==> src/rtl/butterfly_pipe.sv <==
// Pipelined radix-2 DIT butterfly: a_o = a + W*b, b_o = a - W*b.
// Three register stages (capture / rotate / add-scale-saturate) behind a single
// global stall, with per-beat inverse and divide-by-2 modes and a sticky
// saturation event counter.
module butterfly_pipe #(
    parameter int DATA_WIDTH    = 16,
    parameter int FRAC_BITS     = 15,
    parameter int TWID_WIDTH    = FRAC_BITS + 2,
    parameter int SAT_CNT_WIDTH = 16
) (
    input  logic                           clk_i,
    input  logic                           rst_ni,
    input  logic                           in_valid_i,
    output logic                           in_ready_o,
    input  logic [1:0][TWID_WIDTH-1:0]     twid_i,
    input  logic [1:0][DATA_WIDTH-1:0]     a_i,
    input  logic [1:0][DATA_WIDTH-1:0]     b_i,
    input  logic                           inv_i,
    input  logic                           scale_i,
    output logic                           out_valid_o,
    input  logic                           out_ready_i,
    output logic [1:0][DATA_WIDTH-1:0]     a_o,
    output logic [1:0][DATA_WIDTH-1:0]     b_o,
    output logic                           sat_o,
    output logic [SAT_CNT_WIDTH-1:0]       sat_cnt_o,
    input  logic                           sat_clr_i
);
    localparam int STAGES = 3;
    localparam int WE_W   = TWID_WIDTH + 1;              // negated twiddle never overflows
    localparam int PROD_W = DATA_WIDTH + TWID_WIDTH;
    localparam int SUM_W  = PROD_W + 1;                  // sum of two products
    localparam int ROT_W  = DATA_WIDTH + 2;              // rounded rotated b
    localparam int ADD_W  = DATA_WIDTH + 3;              // a +/- b_rot headroom

    localparam logic signed [SUM_W-1:0] RND     = SUM_W'(64'sd1 <<< (FRAC_BITS - 1));
    localparam logic signed [ADD_W-1:0] ADD_ONE = ADD_W'(1);
    localparam logic signed [ADD_W-1:0] SAT_MAX = ADD_W'((64'sd1 <<< (DATA_WIDTH - 1)) - 64'sd1);
    localparam logic signed [ADD_W-1:0] SAT_MIN = ~SAT_MAX;

    // Stage valid bits; vld_q[STAGES] is the output beat.
    logic [STAGES:1] vld_q;
    logic            advance;

    // S1: captured operands and mode bits
    logic [1:0][TWID_WIDTH-1:0] twid_s1_q;
    logic [1:0][DATA_WIDTH-1:0] a_s1_q, b_s1_q;
    logic                       inv_s1_q, scale_s1_q;

    // S2: rotated b plus pass-through a
    logic [1:0][DATA_WIDTH-1:0] a_s2_q;
    logic [1:0][ROT_W-1:0]      rot_s2_q, rot_d;
    logic                       scale_s2_q;

    // S3: final results
    logic [1:0][DATA_WIDTH-1:0] a_s3_q, b_s3_q, a_d, b_d;
    logic                       sat_s3_q, sat_d;
    logic [1:0]                 clip_p, clip_m;

    logic [SAT_CNT_WIDTH-1:0]   sat_cnt_q, sat_cnt_d;

    // Optional halve (round half up), then clip to the output range.
    // Returns {clipped, value}.
    function automatic logic [DATA_WIDTH:0] scale_sat(input logic signed [ADD_W-1:0] v,
                                                      input logic                    sc);
        logic signed [ADD_W-1:0] s;
        s = sc ? ((v + ADD_ONE) >>> 1) : v;
        if (s > SAT_MAX)      return {1'b1, SAT_MAX[DATA_WIDTH-1:0]};
        else if (s < SAT_MIN) return {1'b1, SAT_MIN[DATA_WIDTH-1:0]};
        return {1'b0, s[DATA_WIDTH-1:0]};
    endfunction

    assign advance     = out_ready_i || !vld_q[STAGES];
    assign in_ready_o  = advance;
    assign out_valid_o = vld_q[STAGES];
    assign a_o         = a_s3_q;
    assign b_o         = b_s3_q;
    assign sat_o       = sat_s3_q;
    assign sat_cnt_o   = sat_cnt_q;

    // Complex rotation b*W (or b*conj(W)) with round-half-up back to Q.FRAC_BITS
    always_comb begin
        logic signed [WE_W-1:0]  wi_eff;
        logic signed [SUM_W-1:0] br_x, bi_x, wr_x, wi_x, re_sum, im_sum;
        wi_eff = WE_W'($signed(twid_s1_q[1]));
        if (inv_s1_q) wi_eff = -wi_eff;
        br_x   = SUM_W'($signed(b_s1_q[0]));
        bi_x   = SUM_W'($signed(b_s1_q[1]));
        wr_x   = SUM_W'($signed(twid_s1_q[0]));
        wi_x   = SUM_W'(wi_eff);
        re_sum = br_x * wr_x - bi_x * wi_x;
        im_sum = br_x * wi_x + bi_x * wr_x;
        rot_d[0] = ROT_W'((re_sum + RND) >>> FRAC_BITS);
        rot_d[1] = ROT_W'((im_sum + RND) >>> FRAC_BITS);
    end

    // Per-component add/sub, scale and saturate
    for (genvar k = 0; k < 2; k++) begin : g_cmp
        logic signed [ADD_W-1:0] a_x, r_x;
        assign a_x = ADD_W'($signed(a_s2_q[k]));
        assign r_x = ADD_W'($signed(rot_s2_q[k]));
        assign {clip_p[k], a_d[k]} = scale_sat(a_x + r_x, scale_s2_q);
        assign {clip_m[k], b_d[k]} = scale_sat(a_x - r_x, scale_s2_q);
    end

    assign sat_d = (|clip_p) | (|clip_m);

    // Pipeline registers: every stage moves together when the output is free
    always_ff @(posedge clk_i) begin
        if (!rst_ni) begin
            vld_q      <= '0;
            twid_s1_q  <= '0;
            a_s1_q     <= '0;
            b_s1_q     <= '0;
            inv_s1_q   <= 1'b0;
            scale_s1_q <= 1'b0;
            a_s2_q     <= '0;
            rot_s2_q   <= '0;
            scale_s2_q <= 1'b0;
            a_s3_q     <= '0;
            b_s3_q     <= '0;
            sat_s3_q   <= 1'b0;
        end else if (advance) begin
            vld_q      <= {vld_q[STAGES-1:1], in_valid_i};
            twid_s1_q  <= twid_i;
            a_s1_q     <= a_i;
            b_s1_q     <= b_i;
            inv_s1_q   <= inv_i;
            scale_s1_q <= scale_i;
            a_s2_q     <= a_s1_q;
            rot_s2_q   <= rot_d;
            scale_s2_q <= scale_s1_q;
            a_s3_q     <= a_d;
            b_s3_q     <= b_d;
            sat_s3_q   <= sat_d;
        end
    end

    // Saturation counter next state: clear wins, holds at all-ones
    always_comb begin
        sat_cnt_d = sat_cnt_q;
        if (sat_clr_i)
            sat_cnt_d = '0;
        else if (out_valid_o && out_ready_i && sat_s3_q && !(&sat_cnt_q))
            sat_cnt_d = sat_cnt_q + 1'b1;
    end

    // Saturation counter register
    always_ff @(posedge clk_i) begin
        if (!rst_ni) sat_cnt_q <= '0;
        else         sat_cnt_q <= sat_cnt_d;
    end

endmodule

==> config.mk <==
export PLATFORM = sky130hd
export DESIGN_NAME = butterfly_pipe
export DESIGN_NICKNAME = d
export VERILOG_FILES = /design/src/rtl/butterfly_pipe.sv
export SDC_FILE = /design/constraint.sdc
export NUM_CORES = 2
export LEC_CHECK = 0
export ABC_AREA = 1
export CAP_MARGIN = 0
export CORE_UTILIZATION = 59
export CTS_CLUSTER_SIZE = 10
export DETAILED_ROUTE_END_ITERATION = 10
export HOLD_SLACK_MARGIN = 0.03
export PLACE_DENSITY = 0.88
export SLEW_MARGIN = 20
export SYNTH_ARGS = -nofsm -noshare
export SYNTH_HDL_FRONTEND = slang
export SYNTH_SLANG_ARGS = --single-unit
==> constraint.sdc <==
create_clock -name clk_i -period 8.2 [get_ports clk_i]
set_clock_uncertainty 0.15 [all_clocks]
set_input_delay 1.23 -clock clk_i [delete_from_list [all_inputs] [get_ports clk_i]]
set_output_delay 1.23 -clock clk_i [all_outputs]
set_load 0.01 [all_outputs]
==> PnR_summary.wiki <==
{| class="wikitable"
! Metric !! Value
|-
| Result of the run || finished, violations left
|-
| Violated checks || negative setup slack
|-
| Netlist cell types || 56
|-
| Final worst path period share || 103%
|-
| Cell area reported after detailed placement || 65,200 µm²
|-
| M1 WL || roughly 69 mm
|-
| Max Used Layer || met4
|-
| Share of the core filled with cells || between 60% and 70%
|-
| CTS HTree Levels || 2
|-
| NumNets Final || roughly 9,900
|-
| Cell depth of the worst min-delay path || 2
|-
| Reported max-cap violation count || 0
|-
| Portion of the post-synthesis area used by sequential elements || around 8.5%
|-
| Data arrival time of the critical path || between 8 and 9 ns
|-
| Synthesized area || roughly 60,000 µm²
|-
| Critical path launch point || twid_s1_q[20]
|-
| Crit start category || flop
|-
| RSZ-0062 raised after global routing || true
|-
| Antenna violations before repair || 2
|-
| Gr usage total || between 30% and 40%
|-
| Total DRC errors in the routed layout || 0
|-
| Achievable clock frequency || 119 MHz
|-
| Total core area || 100,000 µm²
|-
| Mean instance size in the synthesized netlist || around 7.6 µm²
|-
| Final hold violation count || 0
|-
| Syn nets || 9,555
|-
| Top-count cell post-synth || inv_1
|-
| Dominant cells by area after synthesis || fa_1 41%, inv_1 13%, nand2_1 9.6%
|-
| Post-synth top flop || dfxtp_1
|-
| Area share of the leading cell type in the synthesized netlist || a little over 40%
|-
| Critical path capture point type || flop
|-
| Actual slew at the worst max-slew pin || about 1.2 ns
|-
| Per-cell via count in the routed design || about 5.6
|-
| Largest fanout on the critical path || 5
|-
| Insertion delay to the later sink of the worst-skew pair || between 0.6 and 0.7 ns
|-
| Setup Crit Path Kind || reg -> reg
|-
| Fin worst setup slack || -0.222 ns
|-
| Routed wire length || between 150 and 200 mm
|-
| Total via count after detailed routing || 53,485
|-
| Die X || ~320 µm
|-
| Clock tree root driver cell || clkbuf_16
|-
| Standard cell with the maximum stage delay on the critical path || fa_1
|-
| Total negative slack for setup checks || -0.839 ns
|-
| Initial core utilization || 59.6%
|-
| Hold Path Class || reg -> reg
|-
| Number of synthesized flops with an enable pin || 0
|-
| Gate Count Post-Synth || just under 8,000
|-
| Number of nets still failing antenna checks after routing || 0
|-
| Worst slew margin relative to its limit || a little over a fifth
|-
| Final HPWL from detailed placement || approximately 160 mm
|-
| Number of optimization iterations in the first detailed-route pass || 7
|-
| TritonCTS clock tree || done
|-
| Maximum number of pins on one net before global-route repair || around 120
|-
| Number of setup violations in the final report || 9
|-
| Port Buf Inserts || 187
|-
| TritonCTS buffer count || 37
|-
| Number of global-route vias before repair || approximately 55,000
|-
| Hold Startpoint || vld_q[2]
|-
| Clock sinks || around 250
|-
| Layout overhead on the synthesized area || 14.9%
|-
| Clock Pin Slew Worst Setup and Hold Paths || ~0.06 ns
|-
| Starting DRC count in detailed routing || between 5,000 and 6,000
|-
| Slowest cell delay on critical path || 0.58 ns
|-
| Max clock buf depth || 3
|-
| Final global-route overflow total || 0
|-
| Worst Reg-to-Reg Cells || 39
|-
| First-pass GRT wire length || roughly 300 mm
|-
| Critical R2R Launch || twid_s1_q[20]
|-
| Die Span Y || ~320 µm
|-
| CP required || around 8.6 ns
|-
| Yosys top cell by area || fa_1
|-
| I/O pin count || between 150 and 200
|-
| Async SR Flop Fraction || 0%
|-
| Final Slew Violations || 0
|-
| Number of placement rows || between 100 and 150
|-
| Floorplan die area || between 100,000 and 150,000 µm²
|-
| Most numerous cell types in the synthesized netlist || 2,076 x inv_1, 1,526 x nand2_1, 1,214 x fa_1, 735 x nor2_1, 392 x ha_1
|-
| Final RePlAce weighted congestion || 1.01
|-
| Share of final-layout standard cells stronger than drive strength 1 || 12.6%
|-
| Final cell area excluding filler cells || slightly below 70,000 µm²
|-
| Number of synthesis warnings || 0
|-
| Met2 wire length || around 89 mm
|-
| Min Clock Period, post-route || roughly 8.4 ns
|-
| Mean routed wirelength per cell || 20.6 µm
|-
| Most frequent cell on the critical path || fa_1
|-
| Wire length on met3 || ~21 mm
|-
| Flops & latches, synth || around 250
|}
[critical path, delay by kind of cell, from the launching register on]
kind | cells | cell delay [ns]
xor gates and xnor gates | 1 | 0.19
buffers and inverters | 11 | 1.01
DFF | 1 | 0.35
AOI/OAI and AO/OA | 5 | 0.57
adders and majority gates | 9 | 4.47
and+or+nand+nor | 13 | 1.55
[state kept, by name (all words and copies together) (netlist names)]
| signal | flops |
|---|---|
| g_cmp.r_x | 36 |
| twid_s1_q | 34 |
| a_o | 32 |
| a_s1_q | 32 |
| a_s2_q | 32 |
| b_o | 32 |
| b_s1_q | 32 |
| sat_cnt_o | 16 |
| vld_q | 3 |
| inv_s1_q | 1 |
| sat_o | 1 |
| scale_s1_q | 1 |
| scale_s2_q | 1 |
[cell type report]
type	count	area, µm²
tap	1357	1700
sequential	253	5070
fill	7736	31600
multi-input combinational	5129	46800
clock inverter	12	196
timing repair buffer	657	5910
clock buffer	48	1040
inverter	2124	8000
antenna	2	5.00
[cell usage in the layout, fill, tap and decap left out, types with 12 or more instances in the layout]
master	count
a21o_1	12
a21oi_1	200
a21oi_2	42
and2_1	16
buf_12	26
buf_4	404
buf_6	38
clkbuf_16	38
clkdlybuf4s50_1	186
clkinv_1	14
dfxtp_1	246
fa_1	1173
fa_2	41
ha_1	358
ha_4	34
inv_1	2020
inv_2	83
nand2_1	1465
nand2_2	84
nand2_4	12
nand3_1	216
nand3_2	16
nand4_1	60
nor2_1	674
nor2_2	70
nor2_4	30
nor3_1	26
o211ai_1	56
o21ai_0	254
o21ai_1	24
o21bai_1	17
o22ai_1	14
or2_2	21
xnor2_1	44
xor2_1	67
[through the flow]
step / hold slack [ns] / cells / setup slack [ns]
global placement: 0.297 / 9458 / -0.308
floorplan: 0.280 / 7844 / 0.0262
CTS: 0.317 / 9543 / -0.165
finish: 0.319 / 9582 / -0.222
detailed placement: 0.308 / 9458 / -0.417
global route: 0.342 / 9582 / -0.526
[logic make-up after synthesis]
kind of cell | Yosys count | share of synthesized area [%]
AOI/OAI and AO/OA | 674 | 6.32
xor gates and xnor gates | 119 | 1.79
adders and majority gates | 1606 | 48.8
buffers and inverters | 2462 | 15.8
DFF | 253 | 8.47
muxes | 1 | 0.0167
and+or+nand+nor | 2729 | 18.8
[path summary, 6_finish.rpt]
| kind | end | slack (ns) |
|---|---|---|
| worst min register to register | vld_q[2] | 0.32 |
| worst max register to register | g_cmp[1].r_x[14] | -0.22 |
| worst max-delay path | g_cmp[1].r_x[14] | -0.22 |
| worst min-delay path | vld_q[2] | 0.32 |
[repair_timing]
action | CTS | global route
gates cloned | 1 | 1
pin swaps | 89 | 214
hold buffers | 0 | 0
setup buffers | 27 | 38
resized for setup | 138 | 338
setup endpoints to repair | 27 | 36
[routing by layer]
metal / track usage (%) / up-vias
met1: 46.6 / 25821
met4: 27.9 / 0
li1: - / 23509
met2: 60.8 / 3236
met3: 9.07 / 919
met5: 0 / -
Power is left out: the tool's default activity adds up to more than one toggle a clock period on the data nets, which glitch-free logic cannot reach.
